## src/rtl/seg_pkg.sv

```systemverilog
// Shared types and constants for the 7-segment scan path.
// The optional blink feature is enabled with the SEG_BLINK_EN macro.
package seg_pkg;

  localparam int SEG_MAX_DIGITS = 8;
  localparam logic [SEG_MAX_DIGITS-1:0] SEG_LES_RST = 8'hFF;

  // One full frame of display data; used for both pending and committed copies.
  typedef struct packed {
    logic [4*SEG_MAX_DIGITS-1:0] hexs;
    logic [SEG_MAX_DIGITS-1:0]   point;
    logic [SEG_MAX_DIGITS-1:0]   les;
  } seg_frame_t;

  // Frame contents after reset: all nibbles zero, no points, every digit blanked.
  function automatic seg_frame_t seg_reset_frame();
    seg_frame_t f;
    f.hexs  = '0;
    f.point = '0;
    f.les   = SEG_LES_RST;
    return f;
  endfunction

endpackage

```

## src/rtl/seg_scan_ctrl_prescaler.sv

```systemverilog
// Free-running prescaler: counts 0..PRESCALE-1 and flags the last count.
module seg_prescaler #(
  parameter int PRESCALE = 50000
) (
  input  logic clk,
  input  logic rst,
  output logic tick
);

  localparam int CW = $clog2(PRESCALE);
  localparam logic [CW-1:0] LAST = CW'(PRESCALE - 1);

  logic [CW-1:0] pcnt;

  // Wrap the counter on the last count so each slot is exactly PRESCALE cycles.
  always_ff @(posedge clk) begin
    if (rst) begin
      pcnt <= '0;
    end else if (pcnt == LAST) begin
      pcnt <= '0;
    end else begin
      pcnt <= pcnt + 1'b1;
    end
  end

  assign tick = (pcnt == LAST);

endmodule

```

## src/rtl/seg_scan_ctrl.sv

```systemverilog
// Scan generator and double-buffered display data holder for the
// 7-segment multiplexer. New data is written through a one-deep
// valid/ready port and committed only at a frame boundary.
// Optional feature: SEG_BLINK_EN adds blink_mask and a frame counter
// that ORs the mask into LES on alternate half-periods.
//
// Handshake: a write is accepted on any edge where wr_en && wr_ready;
// wr_ready is ~pend_valid, so it never depends on wr_en. A write seen
// while wr_ready is low is dropped and the pending data is untouched.
module seg_scan_ctrl
  import seg_pkg::*;
#(
  parameter int PRESCALE   = 50000,
  parameter int NUM_DIGITS = 4
`ifdef SEG_BLINK_EN
  ,
  parameter int BLINK_W    = 5
`endif
) (
  input  logic                        clk,
  input  logic                        rst,
  input  logic                        wr_en,
  input  logic [4*SEG_MAX_DIGITS-1:0] wr_hexs,
  input  logic [SEG_MAX_DIGITS-1:0]   wr_point,
  input  logic [SEG_MAX_DIGITS-1:0]   wr_les,
  output logic                        wr_ready,
`ifdef SEG_BLINK_EN
  input  logic [SEG_MAX_DIGITS-1:0]   blink_mask,
`endif
  output logic [4*SEG_MAX_DIGITS-1:0] Hexs,
  output logic [SEG_MAX_DIGITS-1:0]   point,
  output logic [SEG_MAX_DIGITS-1:0]   LES,
  output logic [2:0]                  Scan,
  output logic                        frame_start
);

  localparam logic [2:0] LAST_DIGIT = 3'(NUM_DIGITS - 1);

  logic       tick;
  logic       boundary;
  logic       commit;
  logic [2:0] scan_q;
  logic       frame_start_q;
  logic       pend_valid;
  seg_frame_t pend;
  seg_frame_t disp;

  seg_prescaler #(
    .PRESCALE(PRESCALE)
  ) u_prescaler (
    .clk (clk),
    .rst (rst),
    .tick(tick)
  );

  assign boundary = tick && (scan_q == LAST_DIGIT);
  assign commit   = boundary && pend_valid;

  // Step the digit index each slot; pulse frame_start as Scan returns to 0.
  always_ff @(posedge clk) begin
    if (rst) begin
      scan_q        <= '0;
      frame_start_q <= 1'b0;
    end else begin
      frame_start_q <= boundary;
      if (tick) begin
        scan_q <= boundary ? 3'd0 : scan_q + 3'd1;
      end
    end
  end

  // Pending buffer: capture only when empty, drain only at a committing boundary.
  always_ff @(posedge clk) begin
    if (rst) begin
      pend_valid <= 1'b0;
      pend       <= '0;
    end else if (commit) begin
      pend_valid <= 1'b0;
    end else if (wr_en && !pend_valid) begin
      pend_valid <= 1'b1;
      pend.hexs  <= wr_hexs;
      pend.point <= wr_point;
      pend.les   <= wr_les;
    end
  end

  // Committed frame: replaced only at a boundary that has pending data.
  always_ff @(posedge clk) begin
    if (rst) begin
      disp <= seg_reset_frame();
    end else if (commit) begin
      disp <= pend;
    end
  end

`ifdef SEG_BLINK_EN
  logic [BLINK_W-1:0]        blink_cnt;
  logic [BLINK_W-1:0]        blink_cnt_nxt;
  logic [SEG_MAX_DIGITS-1:0] les_base;
  logic [SEG_MAX_DIGITS-1:0] les_q;

  assign blink_cnt_nxt = blink_cnt + 1'b1;
  assign les_base      = commit ? pend.les : disp.les;

  // Frame counter and blanked view; the phase applied is that of the frame now starting.
  always_ff @(posedge clk) begin
    if (rst) begin
      blink_cnt <= '0;
      les_q     <= SEG_LES_RST;
    end else if (boundary) begin
      blink_cnt <= blink_cnt_nxt;
      les_q     <= blink_cnt_nxt[BLINK_W-1] ? (les_base | blink_mask) : les_base;
    end
  end

  assign LES = les_q;
`else
  assign LES = disp.les;
`endif

  assign Hexs        = disp.hexs;
  assign point       = disp.point;
  assign Scan        = scan_q;
  assign frame_start = frame_start_q;
  assign wr_ready    = ~pend_valid;

endmodule

```

## config.mk

```make
export PLATFORM = sky130hd
export DESIGN_NAME = seg_scan_ctrl
export DESIGN_NICKNAME = d
export VERILOG_FILES = /design/src/rtl/seg_pkg.sv /design/src/rtl/seg_scan_ctrl_prescaler.sv /design/src/rtl/seg_scan_ctrl.sv
export SDC_FILE = /design/constraint.sdc
export NUM_CORES = 1
export LEC_CHECK = 0
export CAP_MARGIN = 20
export CORE_MARGIN = 2
export CORE_UTILIZATION = 49
export CTS_CLUSTER_DIAMETER = 40
export CTS_CLUSTER_SIZE = 20
export DETAILED_ROUTE_END_ITERATION = 10
export PLACE_DENSITY = 0.79
export SETUP_SLACK_MARGIN = 0.1
export SLEW_MARGIN = 20
export SYNTH_ARGS = -nofsm -noshare
export SYNTH_HDL_FRONTEND = slang
export SYNTH_SLANG_ARGS = --single-unit
```

## constraint.sdc

```tcl
create_clock -name clk -period 2.1 [get_ports clk]
set_input_delay 0.42 -clock clk [delete_from_list [all_inputs] [get_ports clk]]
set_output_delay 0.42 -clock clk [all_outputs]
set_load 0.01 [all_outputs]
```

== Word level (Yosys, flattened, before mapping) ==
Index checks and enable logic that the tools add are counted.

* Bits of input ports: 51
* Register bits: 117

* Bitwise gates (word level): 2
* Multiplexer cells: 1
* Add/subtract/negate cells: 2
* Equality and inequality tests: 2
* Reductions and logical operators: 7

{| class="wikitable"
|+ Operator list
! kind !! number
|-
| adder 16 x 1 -> 16 bit (second input constant) || 1
|-
| == test 16 bit (second input constant) || 1
|-
| OR reduction 2 bit || 2
|-
| adder 3 x 1 -> 3 bit (second input constant) || 1
|-
| == test 3 x 2 -> 1 bit (second input constant) || 1
|-
| logical AND 1 bit || 3
|-
| 2-to-1 mux 3 bit || 1
|-
| NOT 1 bit || 2
|-
| AND reduction 2 bit || 1
|-
| zero test 1 bit || 1
|}

== Depth between registers and ports, before layout ==
Gate-level depths: netlist of run 1.

* Depth in word-level cells: 5
* Mapped depth: 8
* Depth with buffers taken out: 5

== Cells and area by module ==
Synthesis of run 1 repeated with hierarchy kept, for this count alone.

* Cells, all modules: 520
* Area, all modules: 4261.6 um^2

{| class="wikitable"
|+ By module, submodules not included
! module !! area an instance (um^2) !! sequential area each (um^2) !! times used !! cells an instance
|-
| seg_scan_ctrl || 3550.9 || 2021.9 || 1 || 439
|-
| seg_prescaler || 710.7 || 320.3 || 1 || 81
|}

== Worst setup path before layout of run 1 ==
OpenSTA, ideal clock, no wires.

* Path type: register to register
* Start: register u_prescaler.pcnt[0]
* End: register disp (netlist bit LES[5])
* Data required time: 1980 ps
* Library setup time: 120 ps
* Cell stages (with the launch flop): 8
* Setup slack: 380 ps
* Path buffers: 2
* Arrival time: 1600 ps
* Cell sequence: dfxtp_1 -> ha_1 -> and3_1 -> and4_1 -> buf_6 -> buf_12 -> and3_1 -> a211o_1

* Word-level cells in the longest chain between the ends: 3

{| class="wikitable"
|+ RTL lines
! item !! line !! text
|-
| start, declared || seg_scan_ctrl_prescaler.sv:13 || <nowiki>logic [CW-1:0] pcnt;</nowiki>
|-
| start signal, assigned || seg_scan_ctrl_prescaler.sv:22 || <nowiki>pcnt <= pcnt + 1'b1;</nowiki>
|-
| == test 16 bit || seg_scan_ctrl_prescaler.sv:26 || <nowiki>assign tick = (pcnt == LAST);</nowiki>
|-
| logical AND 1 bit || seg_scan_ctrl.sv:56 || <nowiki>assign boundary = tick && (scan_q == LAST_DIGIT);</nowiki>
|-
| logical AND 1 bit || seg_scan_ctrl.sv:57 || <nowiki>assign commit = boundary && pend_valid;</nowiki>
|-
| end signal, assigned || seg_scan_ctrl.sv:90 || <nowiki>disp <= seg_reset_frame();</nowiki>
|-
| end signal, assigned || seg_scan_ctrl.sv:92 || <nowiki>disp <= pend;</nowiki>
|-
| end, declared || seg_scan_ctrl.sv:46 || <nowiki>seg_frame_t disp;</nowiki>
|}

No other way between the ends.
A chain may end at the register's enable or synchronous reset.

== Final worst setup path of run 1 ==
* Start: register pend_valid
* End: output wr_ready

* Word-level cells in the longest chain between the ends: 1

{| class="wikitable"
|+ RTL lines
! item !! line !! text
|-
| start, declared || seg_scan_ctrl.sv:44 || <nowiki>logic pend_valid;</nowiki>
|-
| start signal, assigned || seg_scan_ctrl.sv:75 || <nowiki>pend_valid <= 1'b0;</nowiki>
|-
| start signal, assigned || seg_scan_ctrl.sv:78 || <nowiki>pend_valid <= 1'b0;</nowiki>
|-
| start signal, assigned || seg_scan_ctrl.sv:80 || <nowiki>pend_valid <= 1'b1;</nowiki>
|-
| NOT 1 bit || seg_scan_ctrl.sv:125 || <nowiki>assign wr_ready = ~pend_valid;</nowiki>
|-
| end, declared || seg_scan_ctrl.sv:26 || <nowiki>output logic wr_ready,</nowiki>
|}

No other way between the ends.

==> impl_metrics.env, run 1 <==
export IMPL_hold_viol=0
export IMPL_slowest_delay_ns=0.55
export IMPL_drtIter0Drc=251
export IMPL_max_slew_margin_rel=0.667
export IMPL_outcome="finished, final reports clean"
export IMPL_gp_congestion=0.879
export IMPL_drive_gt1_frac=0.0870
export IMPL_rsz0062_at_grt="true"
export IMPL_clk_latency_ns=0.50
export IMPL_first_pass_iters=6
export IMPL_die_h_um=98.9
export IMPL_clock_sinks=117
export IMPL_core_area_sq_um=8720
export IMPL_crit_reg2reg_launch="u_prescaler.pcnt[0]$_SDFF_PP0_"
export IMPL_worstPathRequired_ns=1.68
export IMPL_hold_path_end="Hexs[26]$_SDFFE_PP0P_"
export IMPL_reg2regPathDepth=6
export IMPL_place_hpwl_um=7360
export IMPL_crit_arrival_ns=1.49
export IMPL_crit_type="reg -> out"
export IMPL_clockBufferDepth=2
export IMPL_r2r_setup_slack_ns=0.23
export IMPL_io_buffers=103
export IMPL_clk_pin_slew_ns=0.06
export IMPL_fp_dieW_um=98.9
export IMPL_maxCapViolations=0
export IMPL_hold_start="rst"
export IMPL_dieArea_sq_um=9780
export IMPL_endpoint_kind="output port"
export IMPL_tightest_slew_ns=0.499
export IMPL_route_detailed_drc=0
export IMPL_fin_nets=672
export IMPL_worst_path_max_fanout=5
export IMPL_syn_inst=525
export IMPL_finalSetupViolCount=0
export IMPL_r2r_end="Hexs[21]$_SDFFE_PP0P_"
export IMPL_synth_area_per_cell_sq_um=8.40
export IMPL_ios=104
export IMPL_syn_nets=578
export IMPL_totalWireLength_um=11300
export IMPL_grt_pass1_wl_um=18200
export IMPL_yosysUniqueCellTypes=37
export IMPL_drv_slew=0
export IMPL_numCtsBuffers=17
export IMPL_ant_nets=0
export IMPL_wl_per_cell_um=15.3
export IMPL_grt_usage=0.234
export IMPL_min_period_ns=1.91
export IMPL_hold_class="in -> reg"
export IMPL_syn2layout_area_growth_pct=38.8
export IMPL_ys_warn_count=0
export IMPL_antenna_found_initial=0
export IMPL_crit_chain="inv_1, clkdlybuf4s50_1"
export IMPL_fmax_mhz=523
export IMPL_tns_ns=0
export IMPL_powerDensity_nw_per_um2=899
export IMPL_holdPathStages=2
export IMPL_yosysSeqAreaShare=0.531
export IMPL_rows=34
export IMPL_hold_buffers=0
export IMPL_grt_overflow=0
export IMPL_post_cts_buffers=0
export IMPL_start_util=0.506
export IMPL_vias=4051
export IMPL_synth_area_sq_um=4410
export IMPL_leakagePower_uw=0.00220
export IMPL_slowest_stage="clkdlybuf4s50_1"
export IMPL_num_antenna_cells=0
export IMPL_grt_max_degree=50
export IMPL_cts_htree_levels=4
export IMPL_grt_pass1_vias=3860
export IMPL_place_ws_ns=0.207
export IMPL_peakVddDrop_mv=0.645
export IMPL_clock_skew_ns=0.00533
export IMPL_post_route_util=0.702
export IMPL_fin_ws_ns=0.188
export IMPL_hold_ws_ns=0.385
export IMPL_ys_ff_latch=117
export IMPL_clock_root_buffer="clkbuf_8"
export IMPL_avgViaCountPerCell=5.47
export IMPL_cp_start_kind="register"
export IMPL_fill_cells=667
export IMPL_cts_tree="done"
export IMPL_postCtsResizedCells=0
export IMPL_period_share=0.910
cell usage in the layout, fill, tap and decap left out, types with 2 or more instances in the layout:
master | synthesis | layout
ha_1 | 2 | 2
clkbuf_16 | 0 | 16
o21ai_0 | 40 | 40
nor4_1 | 3 | 3
dfxtp_1 | 117 | 116
nand4_1 | 3 | 3
buf_12 | 1 | 2
clkdlybuf4s50_1 | 0 | 102
bufinv_16 | 0 | 4
a211o_1 | 8 | 8
clkbuf_1 | 29 | 3
nand2b_1 | 2 | 2
xor2_1 | 2 | 2
nor2_1 | 19 | 19
nand3_1 | 46 | 46
buf_4 | 0 | 12
inv_1 | 5 | 5
and3_1 | 9 | 9
clkbuf_8 | 0 | 3
nor3_1 | 4 | 4
nand2_1 | 105 | 104
clkinv_2 | 0 | 5
xnor2_1 | 11 | 11
a21oi_1 | 91 | 91
worst max path at each step:
stage                                         startpoint  depth (start not counted)               endpoint
final                            pend_valid$_SDFFE_PP0P_                          2               wr_ready
after global routing      u_prescaler.pcnt[0]$_SDFF_PP0_                          6  Hexs[21]$_SDFFE_PP0P_
after CTS                 u_prescaler.pcnt[0]$_SDFF_PP0_                          6  Hexs[21]$_SDFFE_PP0P_
after detailed placement  u_prescaler.pcnt[0]$_SDFF_PP0_                          6  Hexs[27]$_SDFFE_PP0P_
after global placement    u_prescaler.pcnt[0]$_SDFF_PP0_                          6  Hexs[26]$_SDFFE_PP0P_
after floorplan           u_prescaler.pcnt[0]$_SDFF_PP0_                          7    LES[5]$_SDFFE_PP1P_
worst max-delay path: cells and delay by family (launching register included):
family / cells / cell delay, ns
buf+inv: 2 / 0.64
flops: 1 / 0.35
final cells by class:
cell class / count / area, sq um / area share
inverter: 5 / 18.8 / 0.00307
timing repair buffer: 117 / 1160 / 0.190
clock buffer: 22 / 453 / 0.0740
clock inverter: 10 / 153 / 0.0249
sequential: 117 / 2340 / 0.383
multi-input combinational: 361 / 1860 / 0.303
tap: 108 / 135 / 0.0221
metrics by stage:
stage / total power, uW / area, sq um / instances
6_report: 5500 / 6120 / 740
5_1_grt: 5670 / 6120 / 740
4_1_cts: 5530 / 6110 / 740
3_5_place_dp: 2630 / 5500 / 708
3_3_place_gp: 2620 / 5500 / 708
2_1_floorplan: 2480 / 4410 / 525
logic make-up after synthesis:
logic type                 Yosys count  synth area share
adders and majority gates            2           0.00567
DFF                                117             0.531
AOI/OAI and AO/OA                  142             0.170
xor gates and xnor gates            13            0.0258
buffers and inverters               47            0.0533
and+or+nand+nor                    204             0.214
cell usage after synthesis (all sizes together):
master	instances	area, sq um
buf	12	103
and4bb	2	25.0
nand2	106	405
nand2b	2	12.5
ha	2	25.0
or4	1	11.3
nand3	46	230
and4	1	8.76
nor3	4	20.0
a21oi	92	464
a211o	8	70.1
inv	5	18.8
clkbuf	30	114
nor4b	1	15.0
nor2b	2	12.5
or3	1	6.26
xnor2	11	96.3
nor4	3	18.8
a211oi	1	7.51
and3	9	56.3
and2	1	6.26
nor2	19	71.3
nor3b	1	7.51
o31ai	1	7.51
dfxtp	117	2340
or2	1	6.26
nand4	4	31.3
xor2	2	17.5
o21ai	40	200
flip-flops by register name (all words and copies together), names as in the netlist:
name / count
point: 8
Scan: 3
pend_valid: 1
Hexs: 32
frame_start: 1
LES: 8
u_prescaler.pcnt: 16
pend: 48
power breakdown:
| part | switching (uW) | internal (uW) |
|---|---|---|
| clock | 939 | 1980 |
| combinational | 134 | 139 |
| sequential | 34.7 | 2280 |
per-layer routing:
layer	vias to the layer above	part of all wire	track usage	routed length [um]
met5	-	0	0	0
met4	0	0.014	0.0843	154
met3	16	0.070	0.0709	791
met2	139	0.50	0.391	5670
met1	1916	0.41	0.287	4690
li1	1980	-	-	-
Power figures use the tool's default switching activity.
==> run 2, diff against run 1 <==
--- a/config.mk
+++ b/config.mk
@@ -5,9 +5,10 @@
 export SDC_FILE = /design/constraint.sdc
 export NUM_CORES = 1
 export LEC_CHECK = 0
+export ABC_AREA = 1
 export CAP_MARGIN = 20
 export CORE_MARGIN = 2
-export CORE_UTILIZATION = 49
+export CORE_UTILIZATION = 50
 export CTS_CLUSTER_DIAMETER = 40
 export CTS_CLUSTER_SIZE = 20
 export DETAILED_ROUTE_END_ITERATION = 10
==> impl_metrics.env, run 2 <==
export IMPL_hold_viol=0
export IMPL_synth_most_common_cell="nor2_1"
export IMPL_max_slew_margin_rel=0.613
export IMPL_r2r_setup_slack_ns=0.28
export IMPL_tns_ns=0
export IMPL_avgViaCountPerCell=5.30
export IMPL_yosysUniqueCellTypes=29
export IMPL_peakVddDrop_mv=0.444
export IMPL_fill_cells=715
export IMPL_finalSetupViolCount=0
export IMPL_clk_pin_slew_ns=0.06
export IMPL_syn2layout_area_growth_pct=36.3
export IMPL_post_cts_buffers=0
export IMPL_gp_congestion=0.874
export IMPL_cts_htree_levels=4
export IMPL_fmax_mhz=515
export IMPL_drtIter0Drc=231
export IMPL_maxCapViolations=0
export IMPL_ios=104
export IMPL_clock_root_buffer="clkbuf_8"
export IMPL_rows=35
export IMPL_grt_overflow=0
export IMPL_worst_path_max_fanout=3
export IMPL_hold_ws_ns=0.451
export IMPL_crit_type="reg -> out"
export IMPL_synth_area_sq_um=4670
export IMPL_synthArstFlopShare=0
export IMPL_final_cells=832
export IMPL_crit_arrival_ns=1.52
export IMPL_die_h_um=101
export IMPL_crit_chain="inv_2, clkdlybuf4s50_1"
export IMPL_worstPathRequired_ns=1.68
export IMPL_clockBufferDepth=2
export IMPL_ys_ff_latch=117
export IMPL_synth_area_leaders="dfxtp_1 (50%), nor2_1 (9.7%), nand4_1 (6.7%), nand2_1 (6.1%), o21ai_0 (5.7%)"
export IMPL_core_area_sq_um=9150
export IMPL_dp_cells=800
export IMPL_ys_warn_count=0
export IMPL_period_share=0.925
export IMPL_synth_area_per_cell_sq_um=7.58
export IMPL_grt_pass1_vias=4236
export IMPL_rsz0062_at_grt="false"
export IMPL_layout_common_cells="nor2_1 (120), dfxtp_1 (116), clkdlybuf4s50_1 (103)"
export IMPL_dieArea_sq_um=10100
export IMPL_drive_gt1_frac=0.0818
export IMPL_numCtsBuffers=17
export IMPL_route_detailed_drc=0
export IMPL_clock_skew_ns=0.00992
export IMPL_tightest_slew_ns=0.580
export IMPL_dominantRegCellSynth="dfxtp_1"
export IMPL_endpoint_kind="output port"
export IMPL_synth_common_cells="nor2_1 (121), dfxtp_1 (117), nand2_1 (76)"
export IMPL_syn_nets=669
export IMPL_fp_dieW_um=101
export IMPL_antenna_found_initial=0
export IMPL_totalWireLength_um=11600
export IMPL_powerDensity_nw_per_um2=872
export IMPL_p_total_uw=5550
export IMPL_leakagePower_uw=0.00252
export IMPL_place_hpwl_um=7270
export IMPL_slowest_stage="clkdlybuf4s50_1"
export IMPL_hold_class="reg -> reg"
export IMPL_cts_tree="done"
export IMPL_syn_inst=616
export IMPL_min_period_ns=1.94
export IMPL_hold_buffers=0
export IMPL_critical_path_buf_inv_count=2
export IMPL_io_buffers=103
export IMPL_drv_slew=0
export IMPL_fin_nets=761
export IMPL_wl_per_cell_um=13.9
export IMPL_grt_max_degree=73
export IMPL_start_util=0.510
export IMPL_final_common_cell="nor2_1"
export IMPL_clk_latency_ns=0.53
export IMPL_vias=4411
export IMPL_num_antenna_cells=0
export IMPL_synth_top_area_frac=0.501
export IMPL_ant_nets=0
export IMPL_largest_reg_flops=48
export IMPL_synth_area_leader_cell="dfxtp_1"
export IMPL_synth_edff_count=0
export IMPL_post_route_util=0.696
export IMPL_grt_usage=0.237
export IMPL_yosysSeqAreaShare=0.501
export IMPL_slowest_delay_ns=0.56
export IMPL_cp_start_kind="register"
export IMPL_first_pass_iters=4
export IMPL_outcome="finished, final reports clean"
export IMPL_top_register="pend"
export IMPL_critPathTopFamily="buffers and inverters"
export IMPL_clock_sinks=117
export IMPL_grt_pass1_wl_um=19100
[run 2: cell count changes in the layout (fill, tap and decap cells not counted), moves of 4 or more]
cell      change
a211o_1       -8
a21oi_1      -41
and3_1        -8
buf_4         -4
clkinv_2      -4
clkinv_4      +4
inv_1        +55
inv_2         +5
nand2_1      -28
nand3_1      -28
nand4_1      +47
nor2_1      +101
o21ai_0      +13
xnor2_1      -10
[run 2: timing repair]
| action | in CTS | in global routing |
|---|---|---|
| endpoints found under the hold margin | 0 | 0 |
| endpoints found under the setup margin | 1 | 0 |
| gates resized for setup | 1 | 0 |
[run 2: cell type report]
cell class | count | area, sq um | share of cell area
Clock buffer | 18 | 418 | 0.0656
Clock inverter | 14 | 178 | 0.0279
Inverter | 65 | 244 | 0.0383
Multi-Input combinational cell | 393 | 1900 | 0.298
Sequential cell | 117 | 2340 | 0.368
Tap cell | 111 | 139 | 0.0218
Timing Repair Buffer | 114 | 1150 | 0.181
[run 2: path summary, 6_finish.rpt]
kind                            cells after the start                      startpoint                              to
worst max-delay path                                2         pend_valid$_SDFFE_PP0P_                        wr_ready
worst min-delay path                                1  u_prescaler.pcnt[0]$_SDFF_PP0_  u_prescaler.pcnt[0]$_SDFF_PP0_
worst max register to register                      8  u_prescaler.pcnt[0]$_SDFF_PP0_            Scan[0]$_SDFFE_PP0N_
worst min register to register                      1  u_prescaler.pcnt[0]$_SDFF_PP0_  u_prescaler.pcnt[0]$_SDFF_PP0_
[run 2: through the flow]
stage / instance area [sq um] / setup WS [ns]
finish: 6370 / 0.158
detailed placement: 5770 / 0.293
floorplan: 4670 / 0.599
CTS: 6370 / 0.139
global placement: 5770 / 0.343
global route: 6370 / 0.124
[run 2: per-layer routing]
| metal | GRT usage | up-vias | part of all wire |
|---|---|---|---|
| met3 | 0.0666 | 11 | 0.062 |
| met5 | 0 | - | 0 |
| met2 | 0.413 | 143 | 0.51 |
| met1 | 0.282 | 2066 | 0.42 |
| li1 | - | 2191 | - |
| met4 | 0.0748 | 0 | 0.0081 |
[run 2: logic make-up after synthesis]
logic type                 count (synthesis)  synth area share
AOI/OAI and AO/OA                        105             0.113
xor gates and xnor gates                   3           0.00563
adders and majority gates                  2           0.00536
buffers and inverters                    106            0.0956
DFF                                      117             0.501
and+or+nand+nor                          283             0.279
[run 2: power by group]
group,switching [uW],leakage (uW),internal [uW]
logic,189,0.00128,158
registers,26.2,0.000955,2300
clock network,1060,0.000278,1820
total,1280,0.00252,4270
==> run 3, diff against run 2 <==
--- a/config.mk
+++ b/config.mk
@@ -6,6 +6,7 @@
 export NUM_CORES = 1
 export LEC_CHECK = 0
 export ABC_AREA = 1
+export ABC_CLOCK_PERIOD_IN_PS = 2100
 export CAP_MARGIN = 20
 export CORE_MARGIN = 2
 export CORE_UTILIZATION = 50
==> results of run 3 <==
The final DEF is identical to that of run 2; final timing and power are the same.
